===== config.mk =====
export PLATFORM = sky130hd
export DESIGN_NAME = dram_arbiter
export DESIGN_NICKNAME = d
export VERILOG_FILES = /design/src/rtl/dram_arbiter_pkg.sv /design/src/rtl/dram_arbiter_burst.sv /design/src/rtl/dram_arbiter.sv
export SDC_FILE = /design/constraint.sdc
export NUM_CORES = 1
export LEC_CHECK = 0
export ABC_AREA = 1
export BUFFER_PORTS_ARGS = -buffer_cell sky130_fd_sc_hd__buf_2
export CAP_MARGIN = 10
export CORE_ASPECT_RATIO = 0.6
export CORE_UTILIZATION = 35
export DETAILED_ROUTE_END_ITERATION = 7
export SETUP_SLACK_MARGIN = 0.05
export SLEW_MARGIN = 40
export SYNTH_ARGS = -nofsm -noshare
export SYNTH_HDL_FRONTEND = slang
export SYNTH_SLANG_ARGS = --single-unit

===== constraint.sdc =====
create_clock -name clk -period 1.8 [get_ports clk]
set_input_delay 0.18 -clock clk [delete_from_list [all_inputs] [get_ports clk]]
set_output_delay 0.18 -clock clk [all_outputs]
set_load 0.005 [all_outputs]

===== src/rtl/dram_arbiter_pkg.sv =====
// dram_arbiter_pkg: owner encoding, FSM state type and width defaults shared by the arbiter files
package dram_arbiter_pkg;
  localparam int DEF_ADDR_W = 16;
  localparam int DEF_DATA_W = 8;
  typedef enum logic [1:0] {OWNER_NONE = 2'b00, OWNER_IO = 2'b01, OWNER_CPU = 2'b10} owner_t;
  typedef enum logic [1:0] {IDLE = 2'b00, OWN_IO = 2'b01, OWN_CPU = 2'b10} state_t;
endpackage


===== src/rtl/dram_arbiter_burst.sv =====
// arb_burst_counter: per-owner beat count that saturates at the burst limit and clears on ownership change
module arb_burst_counter #(
  parameter int MAX_BURST = 16
) (
  input  logic clk,
  input  logic reset,
  input  logic beat,
  input  logic clear,
  output logic limit
);
  localparam int CW = $clog2(MAX_BURST) + 1;
  logic [CW-1:0] count;
  assign limit = count == CW'(MAX_BURST - 1);
  always_ff @(posedge clk)
    if (!reset) count <= '0;
    else if (clear) count <= '0;
    else if (beat && !limit) count <= count + 1'b1;
endmodule


===== src/rtl/dram_arbiter.sv =====
// dram_arbiter: two-port (IO/CPU) burst-fair arbiter in front of a single-port DRAM
module dram_arbiter
  import dram_arbiter_pkg::*;
#(
  parameter int ADDR_W    = DEF_ADDR_W,
  parameter int DATA_W    = DEF_DATA_W,
  parameter int MAX_BURST = 16
) (
  input  logic              clk,
  input  logic              reset,
  input  logic              io_req,
  input  logic              io_we,
  input  logic [ADDR_W-1:0] io_addr,
  input  logic [DATA_W-1:0] io_wdata,
  output logic              io_gnt,
  output logic              io_rvalid,
  output logic [DATA_W-1:0] io_rdata,
  input  logic              cpu_req,
  input  logic              cpu_we,
  input  logic [ADDR_W-1:0] cpu_addr,
  input  logic [DATA_W-1:0] cpu_wdata,
  output logic              cpu_gnt,
  output logic              cpu_rvalid,
  output logic [DATA_W-1:0] cpu_rdata,
  input  logic              hold_cpu,
  output logic [ADDR_W-1:0] ram_addr,
  output logic [DATA_W-1:0] ram_din,
  output logic              ram_read,
  output logic              ram_write,
  input  logic [DATA_W-1:0] ram_dout,
  output logic [1:0]        owner,
  output logic              busy
);
  state_t state, next_state;
  owner_t last_owner;
  logic io_beat, cpu_beat, beat, cpu_elig, limit, sel_we, io_pend, cpu_pend;
  logic [ADDR_W-1:0] sel_addr, addr_q;
  logic [DATA_W-1:0] sel_din, din_q, io_rdata_q, cpu_rdata_q;
  assign io_beat  = io_req & io_gnt;
  assign cpu_beat = cpu_req & cpu_gnt;
  assign beat     = io_beat | cpu_beat;
  assign cpu_elig = cpu_req & ~hold_cpu;
  always_ff @(posedge clk)
    if (!reset) begin
      state      <= IDLE;
      last_owner <= OWNER_CPU;
    end else begin
      state <= next_state;
      if (next_state == OWN_IO) last_owner <= OWNER_IO;
      else if (next_state == OWN_CPU) last_owner <= OWNER_CPU;
    end
  // limit only matters on a beat; an owner holding req with its gnt is always beating
  always_comb begin
    next_state = IDLE;
    case (state)
      IDLE:    next_state = (io_req && cpu_elig) ? (last_owner == OWNER_IO ? OWN_CPU : OWN_IO) :
                            io_req ? OWN_IO : cpu_elig ? OWN_CPU : IDLE;
      OWN_IO:  next_state = !io_req ? IDLE : (limit && cpu_elig) ? OWN_CPU : OWN_IO;
      OWN_CPU: next_state = hold_cpu ? (io_req ? OWN_IO : IDLE) : !cpu_req ? IDLE :
                            (limit && io_req) ? OWN_IO : OWN_CPU;
      default: next_state = IDLE;
    endcase
  end
  always_comb begin
    io_gnt  = state == OWN_IO;
    cpu_gnt = state == OWN_CPU;
    owner   = state;
    busy    = state != IDLE;
  end
  arb_burst_counter #(.MAX_BURST(MAX_BURST)) u_burst (
    .clk  (clk),
    .reset(reset),
    .beat (beat),
    .clear(state != next_state),
    .limit(limit)
  );
  assign sel_addr  = cpu_beat ? cpu_addr : io_addr;
  assign sel_din   = cpu_beat ? cpu_wdata : io_wdata;
  assign sel_we    = cpu_beat ? cpu_we : io_we;
  assign ram_addr  = beat ? sel_addr : addr_q;
  assign ram_din   = beat ? sel_din : din_q;
  assign ram_write = beat & sel_we;
  assign ram_read  = beat & ~sel_we;
  // pending flags capture the reading port at the beat, so returns route correctly across handovers
  always_ff @(posedge clk)
    if (!reset) begin
      addr_q      <= '0;
      din_q       <= '0;
      io_pend     <= 1'b0;
      cpu_pend    <= 1'b0;
      io_rdata_q  <= '0;
      cpu_rdata_q <= '0;
    end else begin
      if (beat) begin
        addr_q <= sel_addr;
        din_q  <= sel_din;
      end
      io_pend  <= io_beat & ~io_we;
      cpu_pend <= cpu_beat & ~cpu_we;
      if (io_pend) io_rdata_q <= ram_dout;
      if (cpu_pend) cpu_rdata_q <= ram_dout;
    end
  assign io_rvalid  = io_pend;
  assign cpu_rvalid = cpu_pend;
  assign io_rdata   = io_pend ? ram_dout : io_rdata_q;
  assign cpu_rdata  = cpu_pend ? ram_dout : cpu_rdata_q;
endmodule


# Word-level counts from Yosys, hierarchy flattened
# Cells that the tools add are included.
dict set report classes {
  addsub 1
  eq_ne 7
  mux 20
  bitwise 13
  reduce_logical 9
}
# cell count
set op_table {}
lappend op_table {{two-way mux 16 bit} 2}
lappend op_table {{two-way mux 8 bit} 4}
lappend op_table {{two-way mux 2 bit} 11}
lappend op_table {{bitwise AND 1 bit} 7}
lappend op_table {{== test 2 x 1 -> 1 bit, second input constant} 3}
lappend op_table {{case mux 2 bit (3 select lines)} 1}
lappend op_table {{adder 5 x 1 -> 5 bit, second input constant} 1}
lappend op_table {{== test 5 x 4 -> 1 bit, second input constant} 1}
lappend op_table {{NOT 1 bit} 5}
lappend op_table {{== test 2 bit, second input constant} 2}
lappend op_table {{logical AND 1 bit} 4}
lappend op_table {{nonzero test 2 bit} 2}
lappend op_table {{zero test 2 bit} 1}
lappend op_table {{two-way mux 1 bit} 2}
lappend op_table {{!= test 2 bit} 1}
lappend op_table {{OR reduction 2 bit} 1}
lappend op_table {{zero test 1 bit} 1}
lappend op_table {{OR 1 bit} 1}
dict set report totals {
  regBits 51
  inputBits 63
  output_inout_bits 49
  wordCells 59
}

# Logic depth before layout (Yosys ltp)
# Gate-level depths: netlist of the first run.
dict set report depth {
  ltp_word 9
  mapped_depth 14
  mapped_depth_nobuf 14
}

# Cells and area by module
# From an unflattened synthesis of the first run, not the netlist that was laid out.
dict set report hier_totals {
  hier_cells 414
  area_unflattened_um2 2733.9
}
# mod n_inst cells_each area_per_inst_um2 seq_area_each_um2
set modules_own_cells {}
lappend modules_own_cells {dram_arbiter 1 377 2467.4 920.9}
lappend modules_own_cells {arb_burst_counter 1 37 266.5 100.1}

# Worst setup path after synthesis of the first run
# Ideal clock, no wire load.
dict set report synth_timing {
  path_kind {register to register}
  startpoint {register u_burst.count[0]}
  endpoint {register last_owner[1]}
  arrival_ns 1.743
  path_slack_ns -0.062
  stages_incl_launch_ff 15
  synth_period_minus_slack_ns 1.862
  path_cell_list {dfxtp_1 > ha_1 > nand2_1 > nor2_1 > ha_1 > nand2_1 > nor2_1 > nand2_1 > nand3_1 > inv_1 > ha_1 > inv_1 > nand2_1 > o21ai_0 > nand2_1}
}
dict set report synth_via {
  elab_chain_len 8
}
# element line_no
set synth_rtl {}
lappend synth_rtl {{from (decl)} dram_arbiter_burst.sv:12} ;# logic [CW-1:0] count;
lappend synth_rtl {{from (signal assigned)} dram_arbiter_burst.sv:17} ;# else if (beat && !limit) count <= count + 1'b1;
lappend synth_rtl {{== test 5 x 4 -> 1 bit *} dram_arbiter_burst.sv:13} ;# assign limit = count == CW'(MAX_BURST - 1);
lappend synth_rtl {{logical AND 1 bit} dram_arbiter.sv:60} ;# (limit && io_req) ? OWN_IO : OWN_CPU;
lappend synth_rtl {{two-way mux 2 bit} dram_arbiter.sv:60}
lappend synth_rtl {{two-way mux 2 bit (2 in series)} dram_arbiter.sv:59} ;# OWN_CPU: next_state = hold_cpu ? (io_req ? OWN_IO : IDLE) : !cpu_req ? IDLE :
lappend synth_rtl {{case mux 2 bit (3 select lines) *} dram_arbiter.sv:55} ;# case (state)
lappend synth_rtl {{== test 2 x 1 -> 1 bit or == test 2 bit (tied branches)} {dram_arbiter.sv:49, dram_arbiter.sv:50}}
lappend synth_rtl {{two-way mux 2 bit or nonzero test 2 bit (tied branches)} -}
lappend synth_rtl {{to (signal assigned)} dram_arbiter.sv:46} ;# last_owner <= OWNER_CPU;
lappend synth_rtl {{to (signal assigned)} dram_arbiter.sv:49} ;# if (next_state == OWN_IO) last_owner <= OWNER_IO;
lappend synth_rtl {{to (signal assigned)} dram_arbiter.sv:50} ;# else if (next_state == OWN_CPU) last_owner <= OWNER_CPU;
lappend synth_rtl {{to (decl)} dram_arbiter.sv:35} ;# owner_t last_owner;
# Mark *: on every way between the ends. The rest lies on a longest branch, timed or not.
# A chain may end at the register's enable or synchronous reset.

# Worst setup path after layout of the first run
dict set report layout_timing {
  startpoint {register state[1], in the netlist owner[1]}
  endpoint {output ram_din[2]}
}
dict set report layout_via {
  elab_chain_len 4
}
# element line_no
set layout_rtl {}
lappend layout_rtl {{from (decl)} dram_arbiter.sv:34} ;# state_t state, next_state;
lappend layout_rtl {{from (signal assigned)} dram_arbiter.sv:48} ;# state <= next_state;
lappend layout_rtl {{== test 2 bit or == test 2 x 1 -> 1 bit (tied branches)} {dram_arbiter.sv:66, dram_arbiter.sv:65}}
lappend layout_rtl {{bitwise AND 1 bit (on tied branches)} {dram_arbiter.sv:40, dram_arbiter.sv:39}}
lappend layout_rtl {{two-way mux 8 bit or OR 1 bit (tied branches)} {dram_arbiter.sv:78, dram_arbiter.sv:41}}
lappend layout_rtl {{two-way mux 8 bit *} -}
lappend layout_rtl {{to (decl)} dram_arbiter.sv:27} ;# output logic [DATA_W-1:0] ram_din,
# Marks and branches as above.

==> summary.md, run 1 <==
| Metric | Value |
|---|---|
| H-tree depth | `2` |
| Die Area | `~7600 µm²` |
| Clock transition at path regs | `0.06 ns` |
| Final wirelength | `between 7000 and 8000 µm` |
| Flop pwr share | `0.432` |
| Crit path from | `owner[1]$_SDFF_PN0_` |
| Final Total Pwr | `2.74 mW` |
| GRT overflow | `0` |
| Fin worst setup slack | `0.0161 ns` |
| Routed Antenna Nets | `0` |
| Clock buffer depth | `2` |
| Slowest stage delay, CP | `0.38 ns` |
| Clk_skew | `0.00304 ns` |
| Slew margin rel. | `0.683` |
| Post-DP HPWL | `5040 µm` |
| Clock root buffer | `clkbuf_16` |
| Initial DRT Pass Iterations | `7` |
| CP max FO | `7` |
| Via/cell ratio | `4.68` |
| Leakage | `1.93 nW` |
| N_diodes | `0` |
| Initial drt markers | `129` |
| Worst EP required | `1.62 ns` |
| GRT Total Usage | `0.199` |
| Sw Ratio | `0.244` |
| Inst Count DP | `546` |
| Core Rows | `23` |
| Minimum hold slack | `around 0.089 ns` |
| Least-Margin Pin Slew | `0.475 ns` |
| Die Span Y | `approximately 68 µm` |
| Initial Utilization | `0.370` |
| Flop and latch count out of synthesis | `between 50 and 60` |
| Critical path arrival | `about 1.6 ns` |
| Status | `finished with violations` |
| Final period utilization | `0.991` |
| I/O Pins | `112` |
| Yosys cell types | `32` |
| Final Non-Filler Cells | `582` |
| Avg Inst Size Synth | `roughly 7 µm²` |
| GP Congestion | `about 0.85` |
| Worst slack, placed | `-0.116 ns` |
| RSZ-0062 raised after global routing | `yes` |
| Power share of the clock group | `0.400` |
| Post-synthesis sequential area ratio | `0.402` |
| Final Max Tran Viols | `0` |
| Die width | `approximately 110 µm` |
| CTS tree | `yes` |
| Synth area leader | `dfxtp_1` |
| Post-Synthesis Cells | `352` |
| First-pass GRT wire length | `11,900 µm` |
| Vias after detailed routing | `2,724` |
| Area contributors post-synth | `dfxtp_1, nand2_1, a21oi_1, o21a_1, o21ai_1` |
| Utilization after layout | `0.550` |
| Wire per inst | `around 13 µm` |
| Slowest CP cell | `dfxtp_4` |
| Cell Area, Synth | `approximately 2500 µm²` |
| CTS buffer count | `5` |
| Share of the synthesized area in the top cell type | `0.402` |
| Worst path cell trace | `inv_6 -> buf_12 -> nand3_4 -> nand2_8 -> buf_12 -> o21a_1 -> o21ai_1 -> nand2_1 -> buf_2` |
| Final Cell Area | `between 3000 and 4000 µm²` |
| DRC | `9` |
| CORE AREA | `6850 µm²` |
| Max cap viols | `0` |
| Hold_sp | `io_we` |
| Fin crit period | `1.78 ns` |
| Net Switching | `667 µW` |
| Crit path top cell by count | `buf_12` |
| Worst skew pair latency | `0.28 ns` |
| R2r startpoint | `u_burst.count[0]$_SDFFE_PP0P_` |
| Crit start category | `flip-flop` |
| Hold Vio Cnt, Final | `0` |
| Peak Freq | `561 MHz` |
| Setup Viol. Count Final | `0` |
| Dpl cell area | `3220 µm²` |
| Crit Path Class | `reg -> out` |
| Layout area overhead | `48.4%` |
| Initial antenna violation count | `0` |
| Fin Setup TNS | `0 ns` |
| Failing checks | `DRC` |
| Power per cell area | `727 nW/µm²` |
| Pint | `2.07 mW` |
| Register-to-register setup slack | `0.07 ns` |
| Critical path endpoint category | `output pin` |
| Logic pwr share | `0.168` |
| Nets@finish | `560` |
| Clock sinks | `51` |
| Vias in the first global route | `2,521` |
| Largest net degree at the start of global routing | `44` |
| Hold crit path type | `in -> reg` |
| Syn. warnings | `0` |
| Worst VDD drop | `0.000555 V` |
| Share of post-route cells with drive strength above 1 | `0.418` |
| Port-buffer cells | `111` |
| Post-Syn Nets | `418` |
==> power by group through the flow <==
stage	logic (mW)	clock network, mW	registers [mW]
after CTS	0.438	1.12	1.18
after global routing	0.511	1.17	1.18
after global placement	0.378	0	1.21
final	0.460	1.09	1.18
after detailed placement	0.381	0	1.21
after floorplan	0.210	0	1.20
==> Yosys cell counts <==
| cell | count |
|---|---|
| clkinv_1 | 1 |
| o21a_1 | 23 |
| o21ai_0 | 4 |
| nor2_1 | 11 |
| nor3_1 | 1 |
| nor2_4 | 2 |
| a21o_1 | 1 |
| nand3_2 | 4 |
| clkbuf_1 | 6 |
| nand2_2 | 1 |
| nand2_4 | 1 |
| dfxtp_1 | 51 |
| buf_8 | 2 |
| nand3b_1 | 1 |
| ha_1 | 3 |
| nand3_1 | 4 |
| a31oi_1 | 2 |
| nand2_8 | 2 |
| nand2_1 | 124 |
| o21ai_1 | 24 |
| buf_1 | 1 |
| nand4_1 | 2 |
| a21oi_1 | 42 |
| buf_4 | 2 |
| nor3_2 | 5 |
| inv_4 | 2 |
| or2_1 | 1 |
| inv_2 | 4 |
| and2_1 | 1 |
| buf_2 | 3 |
| inv_1 | 20 |
| xnor2_1 | 1 |
==> critical path, delay by kind of cell (launching register included) <==
family	cells	cell delay, ns
buf+inv	4	0.44
flops	1	0.38
simple gates	3	0.29
compound gates	2	0.20
==> flip-flops by register name, summed over array words and instances (netlist names) <==
name,flops
addr_q,16
cpu_rdata_q,8
cpu_rvalid,1
din_q,8
io_rdata_q,8
io_rvalid,1
last_owner,2
owner,2
u_burst.count,5
==> worst paths after layout <==
| check | endpoint | depth (start not counted) |
|---|---|---|
| worst max register to register | last_owner[1]$_SDFFE_PN1P_ | 12 |
| worst max-delay path | ram_din[2] | 9 |
| worst min register to register | io_rdata_q[4]$_SDFF_PN0_ | 2 |
| worst min-delay path | io_rvalid$_SDFF_PN0_ | 2 |
==> what timing repair did <==
item,4_1_cts,5_1_grt
gates cloned,1,0
hold buffers,0,0
setup buffers,18,9
setup endpoints to repair,33,33
resized for setup,25,16
pin swaps,10,7
==> area by class of cell <==
type	count	area [µm²]
clock buffer	6	139
clock inverter	2	35.0
fill	664	3080
inverter	27	119
multi-input combinational	261	1470
sequential	51	1030
tap	87	109
timing repair buffer	148	870
==> layer usage <==
layer,vias up,GRT usage,share of wire
met5,-,0,0
met4,0,0.0439,0.0053
met3,4,0.0461,0.067
met2,84,0.333,0.44
met1,1197,0.265,0.49
li1,1439,-,-
==> logic make-up after synthesis <==
family | count (synthesis) | share of synthesized area
AND/OR/NAND/NOR | 160 | 0.289
AO/OA/AOI/OAI | 96 | 0.214
buffers and inverters | 41 | 0.0759
XOR/XNOR | 1 | 0.00345
flip-flops | 51 | 0.402
adder cells (fa/ha/maj) | 3 | 0.0148
==> layout by cell type, fill, tap and decap left out, drive strengths merged <==
cell type	netlist	layout
dfxtp	51	51
inv	26	26
a31oi	2	2
o21a	23	23
xnor2	1	1
clkbuf	6	6
nand2	128	129
nand3b	1	1
nor2	13	13
ha	3	3
bufinv	0	1
or2	1	1
and2	1	1
nand3	8	8
a21o	1	1
nand4	2	2
clkinv	1	2
nor3	6	6
a21oi	42	42
o21ai	28	28
buf	8	148
Power figures use the tool's default switching activity.
==> run 2: changes to the inputs <==
--- a/config.mk
+++ b/config.mk
@@ -7,3 +7,2 @@
 export LEC_CHECK = 0
-export ABC_AREA = 1
 export BUFFER_PORTS_ARGS = -buffer_cell sky130_fd_sc_hd__buf_2
==> constraint.sdc (replaced) <==
create_clock -name clk -period 1.7 [get_ports clk]
set_input_delay 0.17 -clock clk [delete_from_list [all_inputs] [get_ports clk]]
set_output_delay 0.17 -clock clk [all_outputs]
set_load 0.1 [all_outputs]
==> summary.md, run 2 <==
| Metric | Value |
|---|---|
| Met2 Usage GRT | `0.355 (+0.0223)` |
| Largest register FFs | `16 (unchanged)` |
| CTS buffer count | `5 (unchanged)` |
| Hold_sp | `io_we` |
| Slowest stage delay, CP | `0.36 ns (-0.02 ns)` |
| EDFF count, synth | `0 (unchanged)` |
| Port-buffer cells | `111 (unchanged)` |
| Clk_skew | `0.00467 ns (+0.00163 ns)` |
| Synth area leader | `dfxtp_1` |
| Peak Freq | `around 500 MHz` |
| Clock root buffer | `clkbuf_16` |
| Leading cell type in the layout, fill and taps excluded | `buf_2` |
| Final period utilization | `1.17` |
| Crit Path Class | `reg -> out` |
| Most common library cells after synthesis | `dfxtp_1, and2_1, nor2_1` |
| Top-count cell post-synth | `dfxtp_1` |
| Slowest CP cell | `dfxtp_4` |
| Vias in the first global route | `2,418 (-4.1%)` |
| N_diodes | `0 (unchanged)` |
| Post-synthesis sequential area ratio | `0.425 (+0.0231)` |
| Hold crit path type | `in -> reg` |
| Routed Antenna Nets | `0 (unchanged)` |
| Fin worst setup slack | `-0.283 ns (-0.299 ns)` |
| Most frequent cells in the layout | `buf_2, dfxtp_1, and2_1` |
| Yosys cell types | `40 (+25%)` |
| Failing checks | `setup timing` |
| Slew margin rel. | `0.674 (-0.00936)` |
| Initial Utilization | `0.377 (+0.00693)` |
| Utilization after layout | `0.755 (+0.205)` |
| Crit path from | `owner[0]$_SDFF_PN0_` |
| Power per cell area | `752 nW/µm² (+3.5%)` |
| I/O Pins | `112 (unchanged)` |
| Die width | `109 µm (-2.7%)` |
| Final Cell Area | `4800 µm² (+28%)` |
| Met3 Use GR | `0.0729 (+0.0268)` |
| CORE AREA | `6360 µm² (-7.2%)` |
| Leakage | `1.97 nW (+1.9%)` |
| R2r startpoint | `u_burst.count[1]$_SDFFE_PP0P_` |
| Status | `finished with violations` |
| Post-DP HPWL | `5260 µm (+4.2%)` |
| Clock transition at path regs | `0.07 ns (about the same)` |
| Critical path arrival | `1.81 ns (+0.21 ns)` |
| Wire per inst | `16.4 µm (+27%)` |
| Worst EP required | `1.53 ns (-0.09 ns)` |
| Clock sinks | `51 (unchanged)` |
| Worst skew pair latency | `0.29 ns (about the same)` |
| Via/cell ratio | `4.94 (+5.5%)` |
| CTS tree | `yes` |
| Nets@finish | `456 (-19%)` |
| Cell Area, Synth | `2400 µm² (-5.4%)` |
| Share of the synthesized area in the top cell type | `0.425 (+0.0231)` |
| Die Area | `7200 µm² (-5.3%)` |
| Synth Flop Type | `dfxtp_1` |
| Share of post-route cells with drive strength above 1 | `0.670 (+0.252)` |
| H-tree depth | `2 (unchanged)` |
| Worst VDD drop | `0.000525 V (-5.3%)` |
| Initial DRT Pass Iterations | `6 (-1)` |
| Reg with most FFs | `addr_q` |
| Fin crit period | `1.98 ns` |
| First-pass GRT wire length | `12,400 µm (+4.8%)` |
| Busiest grt layer | `met2` |
| Final wirelength | `7770 µm (+3.9%)` |
| Ys async rst share | `0 (unchanged)` |
| Post-Syn Nets | `320 (-23%)` |
| Setup Viol. Count Final | `34 (+34)` |
| Dpl cell area | `4000 µm² (+24%)` |
| Core Rows | `22 (-4.3%)` |
| Clock buffer depth | `2 (unchanged)` |
| Hold Vio Cnt, Final | `0 (unchanged)` |
| Critical path endpoint category | `output pin` |
| Fin Setup TNS | `-7.71 ns (-7.71 ns)` |
| Max cap viols | `0 (unchanged)` |
| Die Span Y | `66.1 µm (-2.7%)` |
| Syn. warnings | `0 (unchanged)` |
| Flop and latch count out of synthesis | `51 (unchanged)` |
| Post-Synthesis Cells | `254 (-28%)` |
| GP Congestion | `0.801 (-6.0%)` |
| Largest net degree at the start of global routing | `41 (-6.8%)` |
| Crit start category | `flip-flop` |
| DRC | `0 (-9)` |
| Met1 usage | `0.314 (+0.0496)` |
| Worst path cell trace | `buf_8 -> nand3b_1 -> buf_6 -> buf_16 -> mux2i_4 -> a21oi_4 -> buf_12` |
| Initial drt markers | `53 (-59%)` |
| GRT overflow | `0 (unchanged)` |
| Final Max Tran Viols | `0 (unchanged)` |
| RSZ-0062 raised after global routing | `yes` |
| Avg Inst Size Synth | `9.45 µm² (+31%)` |
| GRT Total Usage | `0.232 (+0.0325)` |
| Area contributors post-synth | `dfxtp_1, mux2i_1, and2_1, mux2_2, a21oi_1` |
| Least-Margin Pin Slew | `0.492 ns (+0.0174 ns)` |
| Vias after detailed routing | `2,345 (-14%)` |
| Initial antenna violation count | `0 (unchanged)` |
| CP max FO | `6 (-1)` |
| Layout area overhead | `100%` |
[run 2: cell type report]
cell class,count,area (µm²)
Tap cell,84,105
Clock buffer,6,129
Fill cell,422,1560
Inverter,3,11.3
Sequential cell,51,1040
Multi-Input combinational cell,184,2090
Timing Repair Buffer,145,1390
Clock inverter,2,37.5
[run 2: timing repair]
item / CTS / global route
hold buffers: 0 / 0
setup endpoints to repair: 35 / 39
resized for setup: 82 / 20
setup buffers: 9 / 4
cloned: 1 / 1
pin swaps: 18 / 10
[run 2: path summary, 6_finish.rpt]
| path | end | slack, ns | cells after the start |
|---|---|---|---|
| setup / recovery | ram_addr[2] | -0.28 | 7 |
| hold / removal | io_rvalid$_SDFF_PN0_ | 0.1 | 2 |
| setup reg to reg | last_owner[0]$_SDFFE_PN0P_ | -0.25 | 8 |
| hold reg to reg | u_burst.count[4]$_SDFFE_PP0P_ | 0.55 | 2 |
[run 2: worst max-delay path, delay by kind of cell (launching register included)]
kind	cells	cell delay, ns
DFF	1	0.36
and+or+nand+nor	1	0.14
AOI/OAI and AO/OA	1	0.19
buffers and inverters	4	0.62
muxes	1	0.19
[run 2: kinds of logic after synthesis]
family          Yosys count  share of synthesized area
compound gates           44                      0.111
xor+xnor                  2                    0.00730
fa+ha+maj                 3                     0.0156
buf+inv                  19                     0.0381
flops                    51                      0.425
mux                      42                      0.184
simple gates             93                      0.219
[run 2: where the power goes]
part | leakage [nW] | total (mW) | switching [mW] | internal, mW
clock | 0.0771 | 1.14 | 0.442 | 0.695
combinational | 1.47 | 1.22 | 0.720 | 0.495
sequential | 0.418 | 1.26 | 0.0291 | 1.23
total | 1.97 | 3.61 | 1.19 | 2.42
[run 2: per-stage QoR]
step / setup slack [ns] / hold slack, ns / instances / total power [mW]
floorplan: -0.316 / 0.239 / 254 / 1.96
global placement: -0.238 / 0.400 / 453 / 2.32
detailed placement: -0.280 / 0.404 / 453 / 2.33
CTS: -0.274 / 0.0931 / 471 / 3.59
global route: -0.348 / 0.111 / 475 / 3.74
finish: -0.283 / 0.0953 / 475 / 3.61
[run 2: metal layers]
| metal | part of all wire | wire (µm) |
|---|---|---|
| met1 | 0.48 | 3710 |
| met2 | 0.45 | 3470 |
| met3 | 0.064 | 498 |
| met4 | 0.013 | 104 |
| met5 | 0 | 0 |
==> run 3: changes to the inputs <==
Settings changed: CORE_ASPECT_RATIO 0.6 to 0.8.
==> summary.md, run 3 (synthesis results as in run 2) <==
| Metric | Value |
|---|---|
| Status | `finished with violations` |
| Failing checks | `setup timing` |
| Post-DP HPWL | `4850 µm (-7.8%)` |
| Minimum hold slack | `0.0666 ns (-0.0287 ns)` |
| Most frequent cells in the layout | `buf_2, dfxtp_1, and2_1` |
| Die Span Y | `76.1 µm (+15%)` |
| Initial Utilization | `0.369 (-0.00856)` |
| GRT Total Usage | `0.194 (-0.0372)` |
| Clock buffer depth | `2 (unchanged)` |
| Worst VDD drop | `0.000538 V (+2.5%)` |
| Setup Viol. Count Final | `33 (-2.9%)` |
| WL met3 | `412 µm (-17%)` |
| Core Rows | `26 (+18%)` |
| Reg2Reg Depth | `8 (unchanged)` |
| Critical path arrival | `1.80 ns (about the same)` |
| Pint | `2.28 mW (-6.0%)` |
| Utilization after layout | `0.710 (-0.0454)` |
| CP max FO | `7 (+1)` |
| R2r startpoint | `u_burst.count[1]$_SDFFE_PP0P_` |
| Slowest stage delay, CP | `0.36 ns (about the same)` |
| Reg with most FFs | `addr_q` |
| Worst slack, placed | `-0.284 ns (-0.00335 ns)` |
| N_diodes | `0 (unchanged)` |
| Clock transition at path regs | `0.10 ns (+0.03 ns)` |
| Clock root buffer | `clkbuf_8` |
| Power per cell area | `743 nW/µm² (-1.2%)` |
| Wl on met1 | `3350 µm (-9.5%)` |
| Hold Crit Depth | `2 (unchanged)` |
| Family with the most delay on the worst path | `buffers and inverters` |
| Fin crit period | `1.97 ns (-0.0170 ns)` |
| Clk_skew | `0.00918 ns (+0.00451 ns)` |
| Initial antenna violation count | `0 (unchanged)` |
| Final Max Tran Viols | `0 (unchanged)` |
| Vias in the first global route | `2,289 (-5.3%)` |
| Leading cell type in the layout, fill and taps excluded | `buf_2` |
| First-pass GRT wire length | `11,100 µm (-11%)` |
| Final wirelength | `7280 µm (-6.3%)` |
| Share of post-route cells with drive strength above 1 | `0.662 (-0.00771)` |
| Logic pwr share | `0.337 (about the same)` |
| GRT overflow | `0 (unchanged)` |
| Worst EP required | `1.53 ns (about the same)` |
| Register-to-register setup slack | `-0.24 ns (about the same)` |
| Crit Path Class | `reg -> out` |
| Dpl cell area | `4000 µm² (-0.19%)` |
| Fillers | `508 (+20%)` |
| Slew margin rel. | `0.671 (-0.00339)` |
| RSZ-0062 raised after global routing | `yes` |
| Hold crit path type | `in -> reg` |
| H-tree depth | `2 (unchanged)` |
| Hold Vio Cnt, Final | `0 (unchanged)` |
| CTS hold repair buffers | `0 (unchanged)` |
| GP Congestion | `0.805 (+0.50%)` |
| Fin worst setup slack | `-0.266 ns (+0.0170 ns)` |
| CTS tree | `yes` |
| Crit path buffers/inverters | `4 (unchanged)` |
| Initial DRT Pass Iterations | `4 (-2)` |
| DRC | `0 (unchanged)` |
| Vias after detailed routing | `2,277 (-2.9%)` |
| Hold_sp | `io_we` |
| Final period utilization | `1.16 (-0.00997)` |
| Crit start category | `flip-flop` |
| Max cap viols | `0 (unchanged)` |
| Routed Antenna Nets | `0 (unchanged)` |
| CORE AREA | `6510 µm² (+2.3%)` |
| Port-buffer cells | `111 (unchanged)` |
| Least-Margin Pin Slew | `0.497 ns (+0.00511 ns)` |
| Clock sinks | `51 (unchanged)` |
| Via/cell ratio | `4.82 (-2.3%)` |
| CTS buffer count | `5 (unchanged)` |
| Largest net degree at the start of global routing | `40 (-2.4%)` |
| Flop pwr share | `0.365 (+0.017)` |
| Worst skew pair latency | `0.31 ns (+0.02 ns)` |
| Nets@finish | `453 (-0.66%)` |
| Wire per inst | `15.4 µm (-5.7%)` |
| Die width | `94.6 µm (-13%)` |
| Final Cell Area | `4620 µm² (-3.8%)` |
| Met2 wire length | `3490 µm (+0.75%)` |
| Largest register FFs | `16 (unchanged)` |
| Initial drt markers | `51 (-3.8%)` |
| Die Area | `7190 µm² (-0.12%)` |
| Leakage | `1.92 nW (-2.4%)` |
| Slowest CP cell | `dfxtp_4` |
| Net Switching | `1.16 mW (-3.0%)` |
| Power share of the clock group | `0.298 (-0.017)` |
| Min-Delay Endpoint | `io_rvalid$_SDFF_PN0_` |
| RR Endpoint | `last_owner[0]$_SDFFE_PN0P_` |
| Peak Freq | `509 MHz (+0.86%)` |
| Sw Ratio | `0.337 (+0.00697)` |
| Highest metal layer with signal wires | `met4` |
| Fin Setup TNS | `-7.30 ns (+0.413 ns)` |
| I/O Pins | `112 (unchanged)` |
| Worst path cell trace | `buf_6 -> nand3b_1 -> buf_6 -> buf_12 -> mux2i_4 -> a21oi_4 -> buf_12` |
| Critical path endpoint category | `output pin` |
| Layout area overhead | `92.4%` |
-- run 3: power by group through the flow --
stage / Sequential [mW] / Combinational, mW / Clock (mW)
5_1_grt: 1.26 / 1.20 / 1.10
3_5_place_dp: 1.27 / 1.06 / 0
6_report: 1.25 / 1.16 / 1.02
4_1_cts: 1.25 / 1.12 / 1.04
3_3_place_gp: 1.27 / 1.05 / 0
2_1_floorplan: 1.28 / 0.672 / 0
-- run 3: metal layers --
metal,vias to the layer above,GRT usage
met3,2,0.0549
met4,0,0.0424
met1,1079,0.257
li1,1134,-
met2,62,0.314
met5,-,0
-- run 3: worst reg2reg max path, delay by kind of cell (launching register included) --
kind,cells,cell delay (ns)
DFF,1,0.37
AOI/OAI and AO/OA,2,0.46
adders and majority gates,3,0.61
and+or+nand+nor,2,0.24
muxes,1,0.18
-- run 3: cell type report --
type	count	area [µm²]	area share
multi-input combinational	184	1990	0.431
sequential	51	1040	0.225
clock inverter	3	67.6	0.0146
clock buffer	5	68.8	0.0149
timing repair buffer	142	1340	0.289
inverter	3	11.3	0.00244
tap	84	105	0.0228
-- run 3: worst max-delay path by stage --
stage                                                to                     startpoint  cells past startpoint  slack (ns)
final                                       ram_addr[8]            owner[0]$_SDFF_PN0_                      7       -0.27
after detailed placement  u_burst.count[4]$_SDFFE_PP0P_  u_burst.count[0]$_SDFFE_PP0P_                      7       -0.28
after floorplan                   addr_q[10]$_SDFF_PN0_            owner[0]$_SDFF_PN0_                      6       -0.32
after global placement    u_burst.count[4]$_SDFFE_PP0P_  u_burst.count[0]$_SDFFE_PP0P_                      7       -0.22
after CTS                                  ram_addr[10]            owner[0]$_SDFF_PN0_                      7       -0.28
after global routing                        ram_addr[6]            owner[0]$_SDFF_PN0_                      7       -0.32
-- run 3: stage by stage --
stage                     std cells  total power, mW
final                           472             3.43
after global routing            472             3.55
after CTS                       470             3.41
after detailed placement        452             2.33
after global placement          452             2.31
after floorplan                 254             1.96
-- run 3: what timing repair did --
| action | in CTS | in global routing |
|---|---|---|
| pin swaps | 21 | 10 |
| buffers inserted | 9 | 2 |
| cloned | 1 | 4 |
| setup endpoints to repair | 43 | 40 |
| resized for setup | 46 | 33 |
